==> config.mk <==
export PLATFORM = sky130hd
export DESIGN_NAME = tof_i2c_arbiter
export DESIGN_NICKNAME = d
export VERILOG_FILES = /design/src/rtl/tof_pkg.sv /design/src/rtl/rr_arbiter.sv /design/src/rtl/tof_i2c_arbiter.sv
export SDC_FILE = /design/constraint.sdc
export NUM_CORES = 1
export LEC_CHECK = 0
export ABC_AREA = 0
export CAP_MARGIN = 10
export CORE_ASPECT_RATIO = 1.4
export CORE_UTILIZATION = 50
export CTS_CLUSTER_DIAMETER = 40
export CTS_CLUSTER_SIZE = 10
export DETAILED_ROUTE_END_ITERATION = 10
export GPL_TIMING_DRIVEN = 0
export PLACE_DENSITY = 0.83
export SYNTH_ARGS = -nofsm -noshare
export SYNTH_HDL_FRONTEND = slang
export SYNTH_SLANG_ARGS = --single-unit
==> constraint.sdc <==
create_clock -name i_clk -period 4.25 [get_ports i_clk]
set_input_delay 1.0625 -clock i_clk [delete_from_list [all_inputs] [get_ports i_clk]]
set_output_delay 1.0625 -clock i_clk [all_outputs]
set_load 0.005 [all_outputs]
==> src/rtl/tof_pkg.sv <==
// Types and encodings shared by the ToF I2C arbiter and the ToF sensor FSMs.
package tof_pkg;

    typedef enum logic [1:0] {
        ARB,
        WAIT_LOW,
        ISSUE,
        DONE
    } arb_state_t;

    typedef struct packed {
        logic        is_read;
        logic [15:0] addr;
        logic [7:0]  wdata;
    } i2c_txn_t;

    // Sensor register map entries the ToF FSM and config loader agree on.
    localparam logic [15:0] DATA_START_ADDR = 16'h0089;
    localparam logic [7:0]  CMD_STOP        = 8'h00;
    localparam logic [7:0]  CMD_CLR_IRQ     = 8'h01;
    localparam logic [7:0]  CMD_START       = 8'h40;

    function automatic i2c_txn_t make_txn(input logic is_read,
                                          input logic [15:0] addr,
                                          input logic [7:0] wdata);
        i2c_txn_t t;
        t.is_read = is_read;
        t.addr    = addr;
        t.wdata   = wdata;
        return t;
    endfunction

endpackage

==> src/rtl/rr_arbiter.sv <==
// Combinational round-robin pick: first set request at or after the pointer,
// wrapping modulo N_REQ.
module rr_arbiter #(
    parameter int N_REQ = 4,
    parameter int IDX_W = $clog2(N_REQ)
) (
    input  logic [N_REQ-1:0] i_req,
    input  logic [IDX_W-1:0] i_ptr,
    output logic [N_REQ-1:0] o_gnt,
    output logic [IDX_W-1:0] o_idx,
    output logic             o_any
);

    always_comb begin
        int j;
        o_gnt = '0;
        o_idx = '0;
        o_any = 1'b0;
        j     = 0;
        for (int i = 0; i < N_REQ; i++) begin
            j = int'(i_ptr) + i;
            if (j >= N_REQ) j = j - N_REQ;
            if (!o_any && i_req[j]) begin
                o_any    = 1'b1;
                o_gnt[j] = 1'b1;
                o_idx    = j[IDX_W-1:0];
            end
        end
    end

endmodule

==> src/rtl/tof_i2c_arbiter.sv <==
// Shares one single-byte I2C master among N_REQ requesters, round-robin,
// sequencing the start/ready handshake with a start-to-ready watchdog.
module tof_i2c_arbiter
    import tof_pkg::*;
#(
    parameter int N_REQ       = 4,
    parameter int TIMEOUT_CYC = 200000,
    parameter int IDX_W       = $clog2(N_REQ)
) (
    input  logic                   i_clk,
    input  logic                   i_reset,
    input  logic [N_REQ-1:0]       i_req,
    input  logic [N_REQ-1:0]       i_req_is_read,
    input  logic [N_REQ-1:0][15:0] i_req_addr,
    input  logic [N_REQ-1:0][7:0]  i_req_wdata,
    output logic [N_REQ-1:0]       o_gnt,
    output logic [N_REQ-1:0]       o_done,
    output logic                   o_err,
    output logic [7:0]             o_rdata,
    output logic                   o_busy,
    output logic                   o_m_start,
    output logic                   o_m_is_read,
    output logic [15:0]            o_m_register_address,
    output logic [7:0]             o_m_i2c_data,
    output logic                   o_m_nb_of_bytes,
    input  logic                   i_m_ready,
    input  logic                   i_m_error,
    input  logic [7:0]             i_m_rdata
);

    localparam int CNT_W     = (TIMEOUT_CYC > 1) ? $clog2(TIMEOUT_CYC + 1) : 1;
    localparam int TO_LAST_I = (TIMEOUT_CYC > 0) ? TIMEOUT_CYC - 1 : 0;
    localparam logic [CNT_W-1:0] TO_LAST = CNT_W'(TO_LAST_I);

    arb_state_t       r_state, w_state_nxt;
    logic [IDX_W-1:0] r_ptr, w_ptr_nxt;
    logic [CNT_W-1:0] r_cnt, w_cnt_nxt;
    i2c_txn_t         r_txn, w_txn_nxt;
    logic [N_REQ-1:0] r_gnt, w_gnt_nxt;
    logic [N_REQ-1:0] r_done, w_done_nxt;
    logic             r_err, w_err_nxt;
    logic [7:0]       r_rdata, w_rdata_nxt;
    logic             r_busy, w_busy_nxt;
    logic             r_m_start, w_m_start_nxt;

    logic [N_REQ-1:0] w_arb_gnt;
    logic [IDX_W-1:0] w_arb_idx;
    logic             w_arb_any;
    logic             w_timeout;

    rr_arbiter #(
        .N_REQ (N_REQ),
        .IDX_W (IDX_W)
    ) u_rr (
        .i_req (i_req),
        .i_ptr (r_ptr),
        .o_gnt (w_arb_gnt),
        .o_idx (w_arb_idx),
        .o_any (w_arb_any)
    );

    // A zero TIMEOUT_CYC disables the watchdog entirely.
    assign w_timeout = (TIMEOUT_CYC != 0) && (r_cnt == TO_LAST);

    always_comb begin
        w_state_nxt   = r_state;
        w_ptr_nxt     = r_ptr;
        w_cnt_nxt     = r_cnt;
        w_txn_nxt     = r_txn;
        w_gnt_nxt     = r_gnt;
        w_done_nxt    = '0;
        w_err_nxt     = 1'b0;
        w_rdata_nxt   = r_rdata;
        w_m_start_nxt = r_m_start;
        case (r_state)
            ARB: begin
                if (w_arb_any) begin
                    w_txn_nxt   = make_txn(i_req_is_read[w_arb_idx],
                                           i_req_addr[w_arb_idx],
                                           i_req_wdata[w_arb_idx]);
                    w_gnt_nxt   = w_arb_gnt;
                    w_ptr_nxt   = (w_arb_idx == IDX_W'(N_REQ - 1)) ? '0 : w_arb_idx + IDX_W'(1);
                    w_state_nxt = WAIT_LOW;
                end
            end
            WAIT_LOW: begin
                // A ready still high from the last transfer must not complete this one.
                if (!i_m_ready) begin
                    w_m_start_nxt = 1'b1;
                    w_state_nxt   = ISSUE;
                end
            end
            ISSUE: begin
                w_cnt_nxt = r_cnt + CNT_W'(1);
                if (i_m_ready || i_m_error) begin
                    w_m_start_nxt = 1'b0;
                    w_err_nxt     = i_m_error;
                    w_done_nxt    = r_gnt;
                    if (r_txn.is_read) w_rdata_nxt = i_m_rdata;
                    w_state_nxt   = DONE;
                end else if (w_timeout) begin
                    w_m_start_nxt = 1'b0;
                    w_err_nxt     = 1'b1;
                    w_done_nxt    = r_gnt;
                    w_state_nxt   = DONE;
                end
            end
            DONE: begin
                w_gnt_nxt   = '0;
                w_cnt_nxt   = '0;
                w_state_nxt = ARB;
            end
            default: w_state_nxt = ARB;
        endcase
        w_busy_nxt = (w_state_nxt != ARB);
    end

    always_ff @(posedge i_clk) begin
        if (i_reset) begin
            r_state   <= ARB;
            r_ptr     <= '0;
            r_cnt     <= '0;
            r_txn     <= '0;
            r_gnt     <= '0;
            r_done    <= '0;
            r_err     <= 1'b0;
            r_rdata   <= '0;
            r_busy    <= 1'b0;
            r_m_start <= 1'b0;
        end else begin
            r_state   <= w_state_nxt;
            r_ptr     <= w_ptr_nxt;
            r_cnt     <= w_cnt_nxt;
            r_txn     <= w_txn_nxt;
            r_gnt     <= w_gnt_nxt;
            r_done    <= w_done_nxt;
            r_err     <= w_err_nxt;
            r_rdata   <= w_rdata_nxt;
            r_busy    <= w_busy_nxt;
            r_m_start <= w_m_start_nxt;
        end
    end

    assign o_gnt                = r_gnt;
    assign o_done               = r_done;
    assign o_err                = r_err;
    assign o_rdata              = r_rdata;
    assign o_busy               = r_busy;
    assign o_m_start            = r_m_start;
    assign o_m_is_read          = r_txn.is_read;
    assign o_m_register_address = r_txn.addr;
    assign o_m_i2c_data         = r_txn.wdata;
    assign o_m_nb_of_bytes      = 1'b0;

endmodule

==> results_dict.tcl, run 1 <==
set metrics [dict create \
    status "complete, no violations" \
    dpl.hpwl_mm 15.9 \
    io_pins 161 \
    ys.flop_type "dfxtp_1" \
    grt_pass1_vias 6767 \
    async_flop_share 0 \
    wl_per_cell_microns 21.4 \
    ys_seq_area_frac 0.226 \
    fin_nets 995 \
    drc_errors 0 \
    synth.avg_cell_area_sq_um 8.26 \
    fin_util 0.698 \
    yosysTopAreaCell "dfxtp_1" \
    final_hold_viol_count 0 \
    yosys-top-cells-area "dfxtp_1 23%, mux2i_1 10%, nor2_1 5.9%" \
    r2r_cells 12 \
    cts_tree "yes" \
    grt_pass1_wl_mm 33.0 \
    min-delay-start "o_gnt[1]" \
    synth_top_area_share 0.226 \
    crit_type "register to register" \
    drt-pass1-iter-count 8 \
    setup-violations-final 0 \
    die-width_microns 93.3 \
    antenna_found_initial 0 \
    cp-start-kind "register" \
    max-slew-margin-rel 0.384 \
    finalPower_w 0.00559 \
    numPortBuffers 156 \
    fmax_ghz 0.246 \
    core.rowCount 46 \
    grt_max_degree 13 \
    cts_resized 0 \
    r2r_end "o_m_is_read" \
    dpl_cell_area_sq_um 7580 \
    peakVddDrop_v 0.000491 \
    post_synth_num_cell_types 55 \
    ys_warn_count 0 \
    path_max_fanout 11 \
    syn_to_final_growth_pct 35.5 \
    rsz0062_at_grt "false" \
    gr-total-overflow 0 \
    synth_nets 828 \
    synth_area_sq_um 5840 \
    cpMostUsedCell "clkbuf_1" \
    clockRootBuffer "clkbuf_16" \
    synth_common_cells "92 x nor2_1, 66 x dfxtp_1, 59 x mux2i_1" \
    crit_end "o_m_is_read" \
    synth_enable_flop_cells 0 \
    critPathLaunch "r_ptr[0]" \
    fill_cells 910 \
    stdcell_area_sq_um 7910 \
    cp-end-kind "register" \
    leakagePower_nw 2.76 \
    required_ps 4440 \
    num_vias 6983 \
    crit_arrival_ps 4260 \
    via_per_inst 6.83 \
    syn_inst 707 \
    start_util 0.515 \
    fp.dieArea_sq_um 12100 \
    gp_congestion 0.934 \
    r2r_setup_slack_ps 180 \
    n_antenna_cell 0 \
    dieHeight_microns 130 \
    power_density_nw_per_um2 707 \
    clock_sinks 66 \
    drt.antenna.violating_nets 0 \
    crit_chain "buf_2 -> clkinv_1 -> clkbuf_1 -> ha_1 -> buf_4 -> nand2b_1 -> a211o_1 -> nand4_1 -> a22oi_2 -> clkbuf_1 -> nand3_1 -> nor4b_2" \
    layout-drive-gt1-share 0.119 \
    yosysMostFrequentCell "nor2_1" \
    worst_slew_pin_slew_ps 924 \
    critPathMaxStageDelay_ps 510 \
    cp_slowest_cell "clkbuf_1" \
    numCtsBuffers 9 \
    drt_iter0_markers 819 \
    fin_crit_ps 4070 \
    max_cap_violations 0 \
    ys_ff_latch 66 \
    slew_violations 0 \
    tns_ps 0 \
    hold_buffers 0 \
    fin_crit_sh 0.958 \
    holdCritPathClass "register to register" \
    clock_latency_ps 340 \
    reg2reg_from "r_ptr[0]" \
    cts_max_path_buffers 2 \
    core_sq_um 11300 \
    grtUsageTotal 0.344 \
    drt-total-wl_mm 21.9 \
    cts.clk_slew.worst_paths_ps 60 \
    worst_clock_skew_ps 9.44 \
    cts_setup_buffers 0 \
    cts_max_level 3 \
]
-- power breakdown --
part           total, W  internal [W]  switching (W)
clock network  0.000822      0.000516       0.000306
registers      0.000956      0.000770       0.000186
logic           0.00382       0.00164        0.00217
total           0.00559       0.00293        0.00267
-- per-layer routing --
| metal | routed length, microns | GRT usage | up-vias |
|---|---|---|---|
| met1 | 7780 | 0.368 | 3274 |
| met5 | 0 | 0 | - |
| li1 | - | - | 3085 |
| met2 | 10900 | 0.612 | 520 |
| met3 | 2240 | 0.0693 | 104 |
| met4 | 929 | 0.226 | 0 |
-- critical path, delay by kind of cell (launching register included) --
family / cells / cell delay (ps)
simple gates: 4 / 640
buf+inv: 5 / 1770
fa+ha+maj: 1 / 450
compound gates: 2 / 560
flops: 1 / 480
-- registers in the layout, indices dropped and copies added (netlist names), 2 cells and up --
name / count
r_cnt: 18
o_m_register_address: 16
o_m_i2c_data: 8
o_rdata: 8
o_done: 4
o_gnt: 4
r_ptr: 2
r_state: 2
-- worst min path at each step --
stage	endpoint	slack, ps	cells after the start
finish	o_done[1]	490	1
global route	o_done[3]	520	1
CTS	r_cnt[5]	490	2
detailed placement	r_cnt[5]	480	2
global placement	r_cnt[5]	460	2
floorplan	r_cnt[5]	450	2
-- cells by family (layout without fill, tap and decap cells) --
| group | Yosys count | after routing | share of synthesized area |
|---|---|---|---|
| AO/OA/AOI/OAI | 188 | 188 | 0.275 |
| XOR/XNOR | 18 | 18 | 0.0270 |
| adder cells (fa/ha/maj) | 5 | 5 | 0.0107 |
| buffers and inverters | 81 | 253 | 0.0692 |
| flip-flops | 66 | 66 | 0.226 |
| multiplexers | 63 | 63 | 0.113 |
| other | 1 | 1 | 0.000642 |
| AND/OR/NAND/NOR | 285 | 285 | 0.278 |
-- area by class of cell --
type / instances / area, sq um / area share
timing repair buffer: 156 / 1560 / 0.197
clock inverter: 6 / 90.1 / 0.0114
inverter: 5 / 18.8 / 0.00237
tap: 144 / 180 / 0.0228
clock buffer: 10 / 229 / 0.0289
buffer: 76 / 390 / 0.0493
sequential: 66 / 1320 / 0.167
multi-input combinational: 560 / 4120 / 0.521
-- cells in the final DEF (no fill, tap or decap), types with 15 or more instances in the layout --
cell type and n:
a21oi_1 37, a221oi_1 25, dfxtp_1 66, nor4b_2 17, clkbuf_1 35, a31oi_1 27, nor2_1 92, nand2_1 43
buf_2 23, o2bb2ai_1 25, xor2_1 15, and4_1 28, nand3_1 53, clkdlybuf4s50_1 156, a2111oi_2 22, a221o_1 24
mux2i_1 59
-- stage by stage --
step           hold WS, ps  setup WS [ps]  instances
2_1_floorplan          454            931        707
3_3_place_gp           462            130       1007
3_5_place_dp           481            115       1007
4_1_cts                488           82.2       1023
5_1_grt                517           25.7       1023
6_report               487            178       1023
Power figures use the tool's default switching activity.
==> run 2: changes to the inputs <==
--- a/config.mk
+++ b/config.mk
@@ -8,6 +8,7 @@
 export ABC_AREA = 0
 export CAP_MARGIN = 10
 export CORE_ASPECT_RATIO = 1.4
+export CORE_MARGIN = 2
 export CORE_UTILIZATION = 50
 export CTS_CLUSTER_DIAMETER = 40
 export CTS_CLUSTER_SIZE = 10
@@ -17,3 +18,4 @@
 export SYNTH_ARGS = -nofsm -noshare
 export SYNTH_HDL_FRONTEND = slang
 export SYNTH_SLANG_ARGS = --single-unit
+export TNS_END_PERCENT = 50
==> results_dict.tcl, run 2 (synthesized netlist as in run 1, its figures left out) <==
set metrics [dict create \
    drt_iter0_markers 903 \
    final_cell_mix "156 x clkdlybuf4s50_1, 92 x nor2_1, 66 x dfxtp_1" \
    cp_slowest_cell "a22oi_1" \
    n_antenna_cell 0 \
    grt_pass1_wl_mm 34.5 \
    io_pins 161 \
    fin_crit_ps 3980 \
    hold_buffers 0 \
    cts_tree "yes" \
    drt-pass1-iter-count 6 \
    top_register "r_cnt" \
    num_vias 6909 \
    die-width_microns 95.3 \
    drc_errors 0 \
    slew_violations 0 \
    dp_cells 1007 \
    wl_per_cell_microns 21.8 \
    holdCritPathClass "register to register" \
    worst_slew_pin_slew_ps 816 \
    cp-end-kind "register" \
    drt.antenna.violating_nets 0 \
    max_cap_violations 0 \
    final_hold_viol_count 0 \
    numCtsBuffers 9 \
    path_delay_family "buffers and inverters" \
    fin_nets 995 \
    clock_sinks 66 \
    fp.dieArea_sq_um 12600 \
    start_util 0.515 \
    cts_max_path_buffers 2 \
    crit_chain "buf_2 -> clkinvlp_4 -> clkbuf_2 -> ha_1 -> buf_4 -> nand2b_1 -> a211o_1 -> nand4_1 -> a22oi_1 -> clkbuf_1 -> nand3_1 -> nor4b_2" \
    power_density_nw_per_um2 709 \
    peakVddDrop_v 0.000490 \
    crit_arrival_ps 4190 \
    gr-total-overflow 0 \
    grt_max_degree 13 \
    crit_buf_inv 5 \
    fill_cells 910 \
    setup_slack_ps 267 \
    status "complete, no violations" \
    clockRootBuffer "clkbuf_16" \
    path_max_fanout 11 \
    core_sq_um 11300 \
    via_per_inst 6.75 \
    cts.clk_slew.worst_paths_ps 60 \
    critPathMaxStageDelay_ps 570 \
    fin_crit_sh 0.937 \
    clock_latency_ps 350 \
    tns_ps 0 \
    dieHeight_microns 132 \
    crit_type "register to register" \
    grt_pass1_vias 6951 \
    rsz0062_at_grt "false" \
    cp-start-kind "register" \
    setup-violations-final 0 \
    layout-drive-gt1-share 0.121 \
    dpl.hpwl_mm 16.1 \
    grtUsageTotal 0.342 \
    syn_to_final_growth_pct 35.5 \
    post-place-ws_ps 75.8 \
    cts_max_level 3 \
    worst_clock_skew_ps 8.09 \
    fmax_ghz 0.251 \
    final_common_cell "clkdlybuf4s50_1" \
    stdcell_count 1023 \
    core.rowCount 46 \
    antenna_found_initial 0 \
    drt-total-wl_mm 22.3 \
    gp_congestion 0.920 \
    leakagePower_nw 2.77 \
    required_ps 4450 \
    largest_register_ffs 18 \
    max-slew-margin-rel 0.454 \
    numPortBuffers 156 \
]
==> run 2: cell type report <==
cell class	instances	area, sq um	share of cell area
repair buffers	156	1560	0.197
inverters	5	22.5	0.00285
flip-flops and latches	66	1320	0.167
well taps	144	180	0.0228
plain buffers	76	392	0.0495
clock inverters	6	90.1	0.0114
clock buffers	10	229	0.0289
multi-input cells	560	4120	0.520
==> run 2: layer usage <==
metal	vias to the layer above	GRT usage	wire [microns]
li1	3078	-	-
met2	474	0.588	11200
met5	-	0	0
met3	103	0.0680	2190
met4	0	0.191	916
met1	3254	0.386	8030
==> run 2: worst min-delay path, stage by stage, from the launching register on <==
cell	delay, ps
dfxtp_1	320
nand2_1	60
a21oi_1	50
==> run 2: what timing repair did <==
item                                    in CTS  in global routing
endpoints found under the setup margin       0                 30
gates resized for setup                      0                 11
buffers inserted                             0                  0
==> run 2: path summary, 6_finish.rpt <==
kind              startpoint  slack, ps  cells after the start          end
setup / recovery    r_ptr[0]        270                     12  o_m_is_read
setup reg to reg    r_ptr[0]        270                     12  o_m_is_read
hold reg to reg    o_m_start        480                      2    o_m_start
hold / removal     o_m_start        480                      2    o_m_start
==> run 2: power by group <==
group	switching, W	internal [W]
Sequential	0.000190	0.000770
Combinational	0.00218	0.00164
Clock	0.000314	0.000516
Total	0.00268	0.00293
==> run 2: per-stage QoR <==
stage               cell area [sq um]  power [W]   util  hold slack (ps)
finish                           7910    0.00561  0.698              482
global placement                 7580    0.00451  0.669              462
floorplan                        5840    0.00347      -              454
global route                     7910    0.00586  0.698              511
CTS                              7900    0.00548  0.697              483
detailed placement               7580    0.00465  0.669              471
==> run 3: changes to the inputs <==
--- a/config.mk
+++ b/config.mk
@@ -9,12 +9,13 @@
 export CAP_MARGIN = 10
 export CORE_ASPECT_RATIO = 1.4
 export CORE_MARGIN = 2
-export CORE_UTILIZATION = 50
+export CORE_UTILIZATION = 60
 export CTS_CLUSTER_DIAMETER = 40
 export CTS_CLUSTER_SIZE = 10
 export DETAILED_ROUTE_END_ITERATION = 10
+export DONT_BUFFER_PORTS = 1
 export GPL_TIMING_DRIVEN = 0
-export PLACE_DENSITY = 0.83
+export PLACE_DENSITY = 0.76
 export SYNTH_ARGS = -nofsm -noshare
 export SYNTH_HDL_FRONTEND = slang
 export SYNTH_SLANG_ARGS = --single-unit
==> results_dict.tcl, run 3 (synthesized netlist as in run 1, its figures left out) <==
set metrics [dict create \
    drt-pass1-iter-count 8 \
    cts_tree "yes" \
    met3_usage 0.106 \
    io_pins 161 \
    clockRootBuffer "clkbuf_16" \
    cp-start-kind "register" \
    grt_pass1_vias 6281 \
    start_util 0.617 \
    cp-end-kind "register" \
    hold_buffers 0 \
    wl_per_cell_microns 23.9 \
    power_density_nw_per_um2 820 \
    rsz0062_at_grt "false" \
    dieHeight_microns 121 \
    max_cap_violations 0 \
    crit_buf_inv 5 \
    critPathMaxStageDelay_ps 610 \
    n_antenna_cell 0 \
    numPortBuffers 0 \
    worst_clock_skew_ps 6.32 \
    top_usage_layer "met2" \
    drc_errors 0 \
    cts_max_level 3 \
    met2_usage 0.616 \
    peakVddDrop_v 0.000492 \
    final_hold_viol_count 0 \
    crit_chain "buf_2 -> clkinv_1 -> clkbuf_1 -> ha_1 -> mux4_2 -> nor2b_1 -> buf_2 -> clkbuf_1 -> a31oi_1 -> nand3_1 -> nor4b_1" \
    fill_cells 817 \
    worst_slew_pin_slew_ps 843 \
    leakagePower_nw 2.16 \
    path_delay_family "buffers and inverters" \
    cp_slowest_cell "mux4_2" \
    die-width_microns 87.4 \
    clock_sinks 66 \
    via_per_inst 7.51 \
    grt_max_degree 15 \
    setup-violations-final 0 \
    antenna_found_initial 0 \
    fin_crit_ps 4080 \
    dpl.hpwl_mm 14.2 \
    drt_iter0_markers 662 \
    gp_congestion 0.950 \
    largest_register_ffs 18 \
    final_cell_mix "92 x nor2_1, 66 x dfxtp_1, 59 x mux2i_1" \
    required_ps 4490 \
    top_register "r_cnt" \
    holdCritPathClass "register to register" \
    fmax_ghz 0.245 \
    clock_latency_ps 350 \
    path_max_fanout 11 \
    finalPower_w 0.00516 \
    numCtsBuffers 9 \
    drt.antenna.violating_nets 0 \
    crit_arrival_ps 4320 \
    grt_pass1_wl_mm 30.4 \
    crit_type "register to register" \
    layout-drive-gt1-share 0.144 \
    final_common_cell "nor2_1" \
    cts.clk_slew.worst_paths_ps 60 \
    cts_max_path_buffers 2 \
    syn_to_final_growth_pct 7.80 \
    use_met1 0.383 \
    max-slew-margin-rel 0.436 \
    core_sq_um 9460 \
    fin_nets 839 \
    gr-total-overflow 0 \
    fin_crit_sh 0.959 \
    num_vias 6259 \
    grtUsageTotal 0.364 \
    status "complete, no violations" \
    fp.dieArea_sq_um 10600 \
    core.rowCount 42 \
    tns_ps 0 \
    slew_violations 0 \
    drt-total-wl_mm 19.9 \
]
-- run 3: cell types whose count changed in the layout (fill, tap and decap cells not counted), moves of 2 or more --
cell             delta
clkdlybuf4s50_1   -156
clkbuf_2            -3
clkbuf_1            +2
inv_8               +2
-- run 3: report_power, final --
group,switching [W],leakage (nW),total (W),internal (W)
Combinational,0.00204,1.47,0.00338,0.00134
Clock,0.000323,0.146,0.000788,0.000465
Sequential,0.000223,0.540,0.000993,0.000770
Total,0.00258,2.16,0.00516,0.00258
-- run 3: final timing paths --
check | endpoint | slack [ps] | cells after the start | start
hold reg to reg | r_cnt[5] | 500 | 2 | r_cnt[5]
setup / recovery | o_m_i2c_data[4] | 170 | 11 | r_ptr[0]
setup reg to reg | o_m_i2c_data[4] | 170 | 11 | r_ptr[0]
hold / removal | r_cnt[5] | 500 | 2 | r_cnt[5]
-- run 3: layout make-up --
class / count / area [sq um] / share of cell area
plain buffers: 76 / 388 / 0.0616
multi-input cells: 560 / 4120 / 0.654
clock inverters: 7 / 85.1 / 0.0135
well taps: 110 / 138 / 0.0219
flip-flops and latches: 66 / 1320 / 0.210
inverters: 5 / 18.8 / 0.00298
clock buffers: 9 / 225 / 0.0358
-- run 3: layer usage --
metal,share of wire,routed length [microns]
met5,0,0
met2,0.49,9770
met1,0.35,6920
met4,0.058,1150
met3,0.10,2030
-- run 3: stage by stage --
stage          hold WS, ps   util  instances  worst slack (ps)  cell area (sq um)
2_1_floorplan          454      -        707               931               5840
3_3_place_gp           467  0.632        817               217               5980
3_5_place_dp           485  0.632        817               117               5980
4_1_cts                493  0.665        833               125               6290
5_1_grt                522  0.666        833              56.4               6300
6_report               498  0.666        833               174               6300
-- run 3: worst register-to-register path: stages (launching register included) --
cell and delay, ps:
dfxtp_1 460, buf_2 300, clkinv_1 400, clkbuf_1 390
ha_1 420, mux4_2 610, nor2b_1 130, buf_2 220
clkbuf_1 510, a31oi_1 170, nand3_1 100, nor4b_1 250
-- run 3: timing repair --
item                                    in CTS  in global routing
endpoints found under the setup margin       0                 26
buffers inserted                             0                  0
resized for setup                            0                  5
